<file path="src/rtl/mem_bus_arbiter.sv">
// Two-master, one-slave arbiter for the native valid/ready memory bus, registered grant held per transaction.
// Optional watchdog under MEM_ARB_TIMEOUT_EN: forces completion with 32'hDEADBEEF after TIMEOUT_CYCLES owned cycles.
module mem_bus_arbiter #(
  parameter int FIXED_PRIO     = 0,
  parameter int TIMEOUT_CYCLES = 1024
) (
  input  logic        clk,
  input  logic        rst,
  input  logic        m0_valid,
  input  logic        m0_instr,
  input  logic [31:0] m0_addr,
  input  logic [31:0] m0_wdata,
  input  logic [3:0]  m0_wstrb,
  output logic [31:0] m0_rdata,
  output logic        m0_ready,
  input  logic        m1_valid,
  input  logic        m1_instr,
  input  logic [31:0] m1_addr,
  input  logic [31:0] m1_wdata,
  input  logic [3:0]  m1_wstrb,
  output logic [31:0] m1_rdata,
  output logic        m1_ready,
  output logic        s_valid,
  output logic        s_instr,
  output logic [31:0] s_addr,
  output logic [31:0] s_wdata,
  output logic [3:0]  s_wstrb,
  input  logic [31:0] s_rdata,
  input  logic        s_ready,
  output logic [1:0]  grant,
  output logic        timeout_err
);

  typedef enum logic [1:0] {IDLE, OWN0, OWN1} state_t;

  state_t state, state_nxt;
  logic   last_owner;   // 1 = m1 owned the most recent completed transaction
  logic   tmo_hit;
  logic   done;

`ifdef MEM_ARB_TIMEOUT_EN
  logic [15:0] tmo_cnt;

  assign tmo_hit = (state != IDLE) && !s_ready && (tmo_cnt == 16'(TIMEOUT_CYCLES - 1));

  // Counter is zero in IDLE, so every ownership starts counting from 0.
  always_ff @(posedge clk or posedge rst) begin
    if (rst) begin
      tmo_cnt     <= '0;
      timeout_err <= 1'b0;
    end else begin
      tmo_cnt <= (state == IDLE) ? 16'd0 : tmo_cnt + 16'd1;
      if (tmo_hit)
        timeout_err <= 1'b1;
    end
  end
`else
  logic unused_tmo_param;
  assign unused_tmo_param = ^TIMEOUT_CYCLES;
  assign tmo_hit          = 1'b0;
  assign timeout_err      = 1'b0;
`endif

  assign grant = {state == OWN1, state == OWN0};
  assign done  = (state != IDLE) && (s_ready || tmo_hit);

  always_ff @(posedge clk or posedge rst) begin
    if (rst) begin
      state      <= IDLE;
      last_owner <= 1'b1;
    end else begin
      state <= state_nxt;
      if (done)
        last_owner <= (state == OWN1);
    end
  end

  always_comb begin
    state_nxt = state;
    s_valid   = 1'b0;
    s_instr   = 1'b0;
    s_addr    = '0;
    s_wdata   = '0;
    s_wstrb   = '0;
    m0_ready  = 1'b0;
    m1_ready  = 1'b0;
    m0_rdata  = '0;
    m1_rdata  = '0;
    case (state)
      IDLE: begin
        if (m0_valid && m1_valid)
          state_nxt = (FIXED_PRIO != 0 || last_owner) ? OWN0 : OWN1;
        else if (m0_valid)
          state_nxt = OWN0;
        else if (m1_valid)
          state_nxt = OWN1;
      end
      OWN0: begin
        s_valid  = m0_valid && !tmo_hit;
        s_instr  = m0_instr;
        s_addr   = m0_addr;
        s_wdata  = m0_wdata;
        s_wstrb  = m0_wstrb;
        m0_ready = s_ready || tmo_hit;
        m0_rdata = tmo_hit ? 32'hDEADBEEF : s_rdata;
        // A master that withdraws its request abandons the transaction.
        if (done || !m0_valid)
          state_nxt = IDLE;
      end
      OWN1: begin
        s_valid  = m1_valid && !tmo_hit;
        s_instr  = m1_instr;
        s_addr   = m1_addr;
        s_wdata  = m1_wdata;
        s_wstrb  = m1_wstrb;
        m1_ready = s_ready || tmo_hit;
        m1_rdata = tmo_hit ? 32'hDEADBEEF : s_rdata;
        if (done || !m1_valid)
          state_nxt = IDLE;
      end
      default: state_nxt = IDLE;
    endcase
  end

endmodule

</file>
<file path="config.mk">
export PLATFORM = sky130hd
export DESIGN_NAME = mem_bus_arbiter
export DESIGN_NICKNAME = d
export VERILOG_FILES = /design/src/rtl/mem_bus_arbiter.sv
export SDC_FILE = /design/constraint.sdc
export NUM_CORES = 1
export LEC_CHECK = 0
export ABC_AREA = 1
export CAP_MARGIN = 20
export CORE_AREA = 2 2 120 122
export CTS_CLUSTER_SIZE = 20
export DETAILED_ROUTE_END_ITERATION = 12
export DIE_AREA = 0 0 122 124
export PLACE_DENSITY = 0.64
export SYNTH_ARGS = -nofsm -noshare
export SYNTH_HDL_FRONTEND = slang
export SYNTH_SLANG_ARGS = --single-unit
</file>
<file path="constraint.sdc">
create_clock -name clk -period 2.9 [get_ports clk]
set_input_delay 0.58 -clock clk [delete_from_list [all_inputs] [get_ports clk]]
set_output_delay 0.58 -clock clk [all_outputs]
set_load 0.05 [all_outputs]
</file>
== Word level (Yosys, flattened, before mapping) ==
Cells that the tools add are included.

* Register bits after elaboration: 3
* Input port bits: 175
* Output and inout bits: 139

* Eq/ne operators: 5
* Multiplexer cells: 16
* Reduce and logical (&&, ||, !) cells: 9

{| class="wikitable"
|+ Operator list
! cell !! count
|-
| one-hot mux 32 bit (2 select lines) || 2
|-
| two-way mux 32 bit || 2
|-
| two-way mux 2 bit || 6
|-
| one-hot mux 4 bit (2 select lines) || 1
|-
| one-hot mux 2 bit (3 select lines) || 1
|-
| != test 2 x 1 -> 1 bit, second input constant || 2
|-
| != test 4 bit, second input constant || 1
|-
| one-hot mux 1 bit (2 select lines) || 2
|-
| AND reduction 3 bit || 1
|-
| equality test 2 x 1 -> 1 bit, second input constant || 1
|-
| equality test 2 bit, second input constant || 1
|-
| logical AND 1 bit || 2
|-
| zero test 1 bit || 2
|-
| zero test 2 bit || 1
|-
| logical OR 1 bit || 2
|-
| two-way mux 1 bit || 2
|-
| nonzero test 2 bit || 1
|}

== Longest topological paths before layout ==
* Word-level depth: 5
* Gate-level depth with buffers: 8
* Mapped depth without buffers: 8

== Worst setup path before layout ==
OpenSTA, ideal clock, no wires.

* Path type: reg2out
* From: reg state[1]
* To: out s_addr[29]
* Arrival: 2.227 ns
* Required time: 2.320 ns
* Setup slack: 0.093 ns
* Stages on the path, launching flop included: 7
* Path buffers: 2
* Cells stage by stage: dfrtp_1 inv_1 ha_1 buf_4 buf_2 nand2_1 a21oi_1

* Longest elaborated chain between the ends: 2
* Elaborated cells on any way between the ends: 3
* Classes of those cells: eq/ne (2); mux (1)

{| class="wikitable"
|+ RTL lines
! item !! RTL line !! RTL
|-
| start: declaration || 36 || <nowiki>state_t state, state_nxt;</nowiki>
|-
| start signal: assignment || 72 || <nowiki>state <= state_nxt;</nowiki>
|-
| equality test 2 x 1 -> 1 bit || - ||
|-
| net grant[0] || 30 || <nowiki>output logic [1:0] grant,</nowiki>
|-
| one-hot mux 32 bit (2 select lines) || 89 || <nowiki>case (state)</nowiki>
|-
| end: declaration || 25 || <nowiki>output logic [31:0] s_addr,</nowiki>
|}

The timed path passes the listed nets, and every way through them passes these cells.

== Worst setup path in the final report ==
* From: reg state[1]
* To: out s_wdata[5]

* Longest elaborated chain between the ends: 2
* Elaborated cells on any way between the ends: 3
* Classes of those cells: eq/ne (2); mux (1)

{| class="wikitable"
|+ RTL lines
! item !! RTL line !! RTL
|-
| equality test 2 bit or equality test 2 x 1 -> 1 bit (tied branches) || 89 ||
|-
| one-hot mux 32 bit (2 select lines) (*) || 89 ||
|-
| end: declaration || 26 || <nowiki>output logic [31:0] s_wdata,</nowiki>
|}

Every way passes the cells marked *; elsewhere a longest branch is shown, timed or not.

==> metrics.md <==
| Metric | Value |
|---|---|
| Initial antenna violation count | `0` |
| Post-DP HPWL | `9530 um` |
| Global placer's final weighted congestion | `0.791` |
| Final Hold Viols | `0` |
| Slowest stage cell, crit path | `dfrtp_1` |
| Clock Tree Buf Depth | `2` |
| Avg Inst Size Synth | `4.32 um2` |
| Reg2reg path depth | `9` |
| Leakage | `2.87 nW` |
| CP startpoint kind | `flip-flop` |
| Post-DRT Antenna Nets | `0` |
| Post-layout min period | `2.56 ns` |
| Worst path max stage delay | `0.40 ns` |
| TritonCTS clock tree | `yes` |
| Post-CTS Hold Buffers | `0` |
| Reg2Reg Setup Slack | `1.39 ns` |
| Sequential-to-total area share from yosys stat | `4.40%` |
| Setup TNS | `0 ns` |
| Worst Path Buf+Inv | `3` |
| Crit-path leading delay family | `buffers and inverters` |
| Maxcap violations | `0` |
| Post-Syn Nets | `580` |
| Vias/cell | `3.92` |
| FF-to-FF End | `state[0]` |
| Root buffer cell | `clkbuf_16` |
| Post-synthesis xor/xnor area fraction | `0%` |
| Final setup skew | `0.00191 ns` |
| Util after Layout | `44.4%` |
| Mapped Cells | `402` |
| Leading cell type in the layout, fill and taps excluded | `nand2_1` |
| DR WL/cell | `13.0 um` |
| CTS sink count | `3` |
| Die area | `0.0151 mm2` |
| CP startpoint | `state[1]` |
| Most frequent cells in the layout | `nand2_1 (218), clkdlybuf4s50_1 (174), buf_12 (107), inv_1 (71), a21oi_1 (70)` |
| Setup-failing EPs final | `0` |
| Simple-Gate Fraction of Synth Area | `48.2%` |
| Detailed-route via count | `3,431` |
| Cells along the critical path | `inv_1 > ha_4 > buf_12 > nand2_1 > a21oi_1 > buf_12` |
| Rows | `43` |
| Critical path class | `flip-flop to primary output` |
| CTS resizes | `0` |
| Crit end category | `primary output` |
| I/O pins | `314` |
| Total CTS buffers | `3` |
| Top cell type by total area after synthesis | `nand2_1` |
| Number of remaining DRC errors | `0` |
| Synthesized cell area | `0.00174 mm2` |
| Synth area leaders | `nand2_1 (47%), a21oi_1 (20%), inv_1 (15%), buf_2 (3.7%), buf_4 (3.0%)` |
| Die Wd | `122 um` |
| Synth warn | `0` |
| Grt ovf | `0` |
| Drt total wl | `11,400 um` |
| CTS H-tree lvls | `1` |
| Largest family of logic cells by synthesized area | `simple AND/OR/NAND/NOR gates` |
| First-pass GRT wire length | `16,500 um` |
| Most used cell, CP | `buf_12` |
| Core box area | `0.0137 mm2` |
| Crit path DAT | `1.98 ns` |
| Clk_lat worst skew | `0.22 ns` |
| Fin. max-slew vios | `0` |
| Post-synthesis adder-cell area fraction | `2.16%` |
| Vias in the first global route | `3,265` |
| Fmax | `391 MHz` |
| Critical path fanouts, max | `53` |
| Crit Reg-Reg Startpoint | `state[0]` |
| Share of layout cells above drive strength 1 | `22.0%` |
| First-pass DRT Iterations | `4` |
| Largest net degree at the start of global routing | `59` |
| Peak VDD IR | `0.708 mV` |
| Number of synthesized register bits | `3` |
| Synth cell types | `16` |
| Critical path depth | `6` |
| Outcome | `finished, final reports clean` |
| Worst Setup EP | `s_wdata[5]` |
| HP Class | `flip-flop to flip-flop` |
| RSZ-0062 raised after global routing | `false` |
| Pre-CTS WS | `0.599 ns` |
| GR Util All Layers | `13.7%` |
| # Post-CTS Setup Buffers | `0` |
| Layout area overhead | `251%` |
| Nets | `875` |
| Initial Util | `12.6%` |
| Compound-Gate Fraction of Synth Area | `20.5%` |
| IO Port Bufs | `312` |
| Starting DRT DRC Count | `140` |
| Final worst-path setup slack | `0.344 ns` |
| Die H | `124 um` |
| PD cells | `1080 mW/mm2` |
| Share of the synthesized area in the top cell type | `47.2%` |
| Clock Pin Slew Worst Setup and Hold Paths | `0.03 ns` |
| Antenna cells | `0` |
| Multiplexer share of the synthesized area | `0%` |
| Tcrit/Tclk final | `88.1%` |
| CP Data Required Time | `2.32 ns` |
## final cells by class
class                      count  area, um2
fill                        1372       7630
timing repair buffer         320       4180
multi-input combinational    297       1260
inverter                      72        270
tap                          180        225
clock buffer                   4       78.8
sequential                     3       76.3
## state kept, by name, indices dropped and copies added (netlist names)
name,count
last_owner,1
state,2
## tightest hold or removal path, delay by kind of cell, from the launching register on
kind	cells	cell delay, ns
and+or+nand+nor	1	0.05
DFF	1	0.36
AOI/OAI and AO/OA	1	0.08
## cell usage after synthesis
| master | number |
|---|---|
| nand4_1 | 1 |
| a21oi_1 | 70 |
| nand2_1 | 218 |
| inv_2 | 1 |
| nand3_1 | 1 |
| o21ai_0 | 1 |
| clkbuf_1 | 9 |
| buf_2 | 13 |
| inv_1 | 71 |
| buf_1 | 1 |
| conb_1 | 1 |
| ha_1 | 3 |
| dfrtp_1 | 2 |
| nor2_1 | 2 |
| buf_4 | 7 |
| dfstp_2 | 1 |
## kinds of logic (layout without fill, tap and decap cells)
kind of cell / count (synthesis) / in the layout
AO/OA/AOI/OAI: 71 / 71
other: 1 / 1
AND/OR/NAND/NOR: 222 / 222
adder cells (fa/ha/maj): 3 / 3
buffers and inverters: 102 / 396
flip-flops: 3 / 3
## worst min path at each step
stage / to / slack, ns / from / cells after the start
after floorplan: state[0] / 0.33 / rst / 1
after global placement: last_owner / 0.52 / last_owner / 2
after detailed placement: last_owner / 0.51 / last_owner / 2
after CTS: last_owner / 0.51 / last_owner / 2
after global routing: state[1] / 0.55 / rst / 2
final: last_owner / 0.51 / last_owner / 2
## per-stage QoR
step                      hold WS, ns  power (mW)  cells  instance area, um2
after floorplan                 0.333        3.48    402                1740
after global placement          0.517        6.41    872                6010
after detailed placement        0.507        6.44    872                6010
after CTS                       0.512        6.67    876                6090
after global routing            0.551        6.94    876                6090
final                           0.506        6.60    876                6090
## power by group
| group | internal, mW | switching (mW) | total (mW) |
|---|---|---|---|
| Sequential | 0.0650 | 0.0192 | 0.0842 |
| Clock | 0.181 | 0.0371 | 0.218 |
| Combinational | 2.47 | 3.83 | 6.30 |
| Total | 2.71 | 3.88 | 6.60 |
## layer usage
metal / vias to the layer above / track usage (%) / wire length, um
met4: 0 / 2.01 / 103
met2: 178 / 25.9 / 5790
li1: 1768 / - / -
met1: 1474 / 15.3 / 4290
met3: 11 / 4.03 / 1230
met5: - / 0 / 0
(Power assumes the default switching activity.)
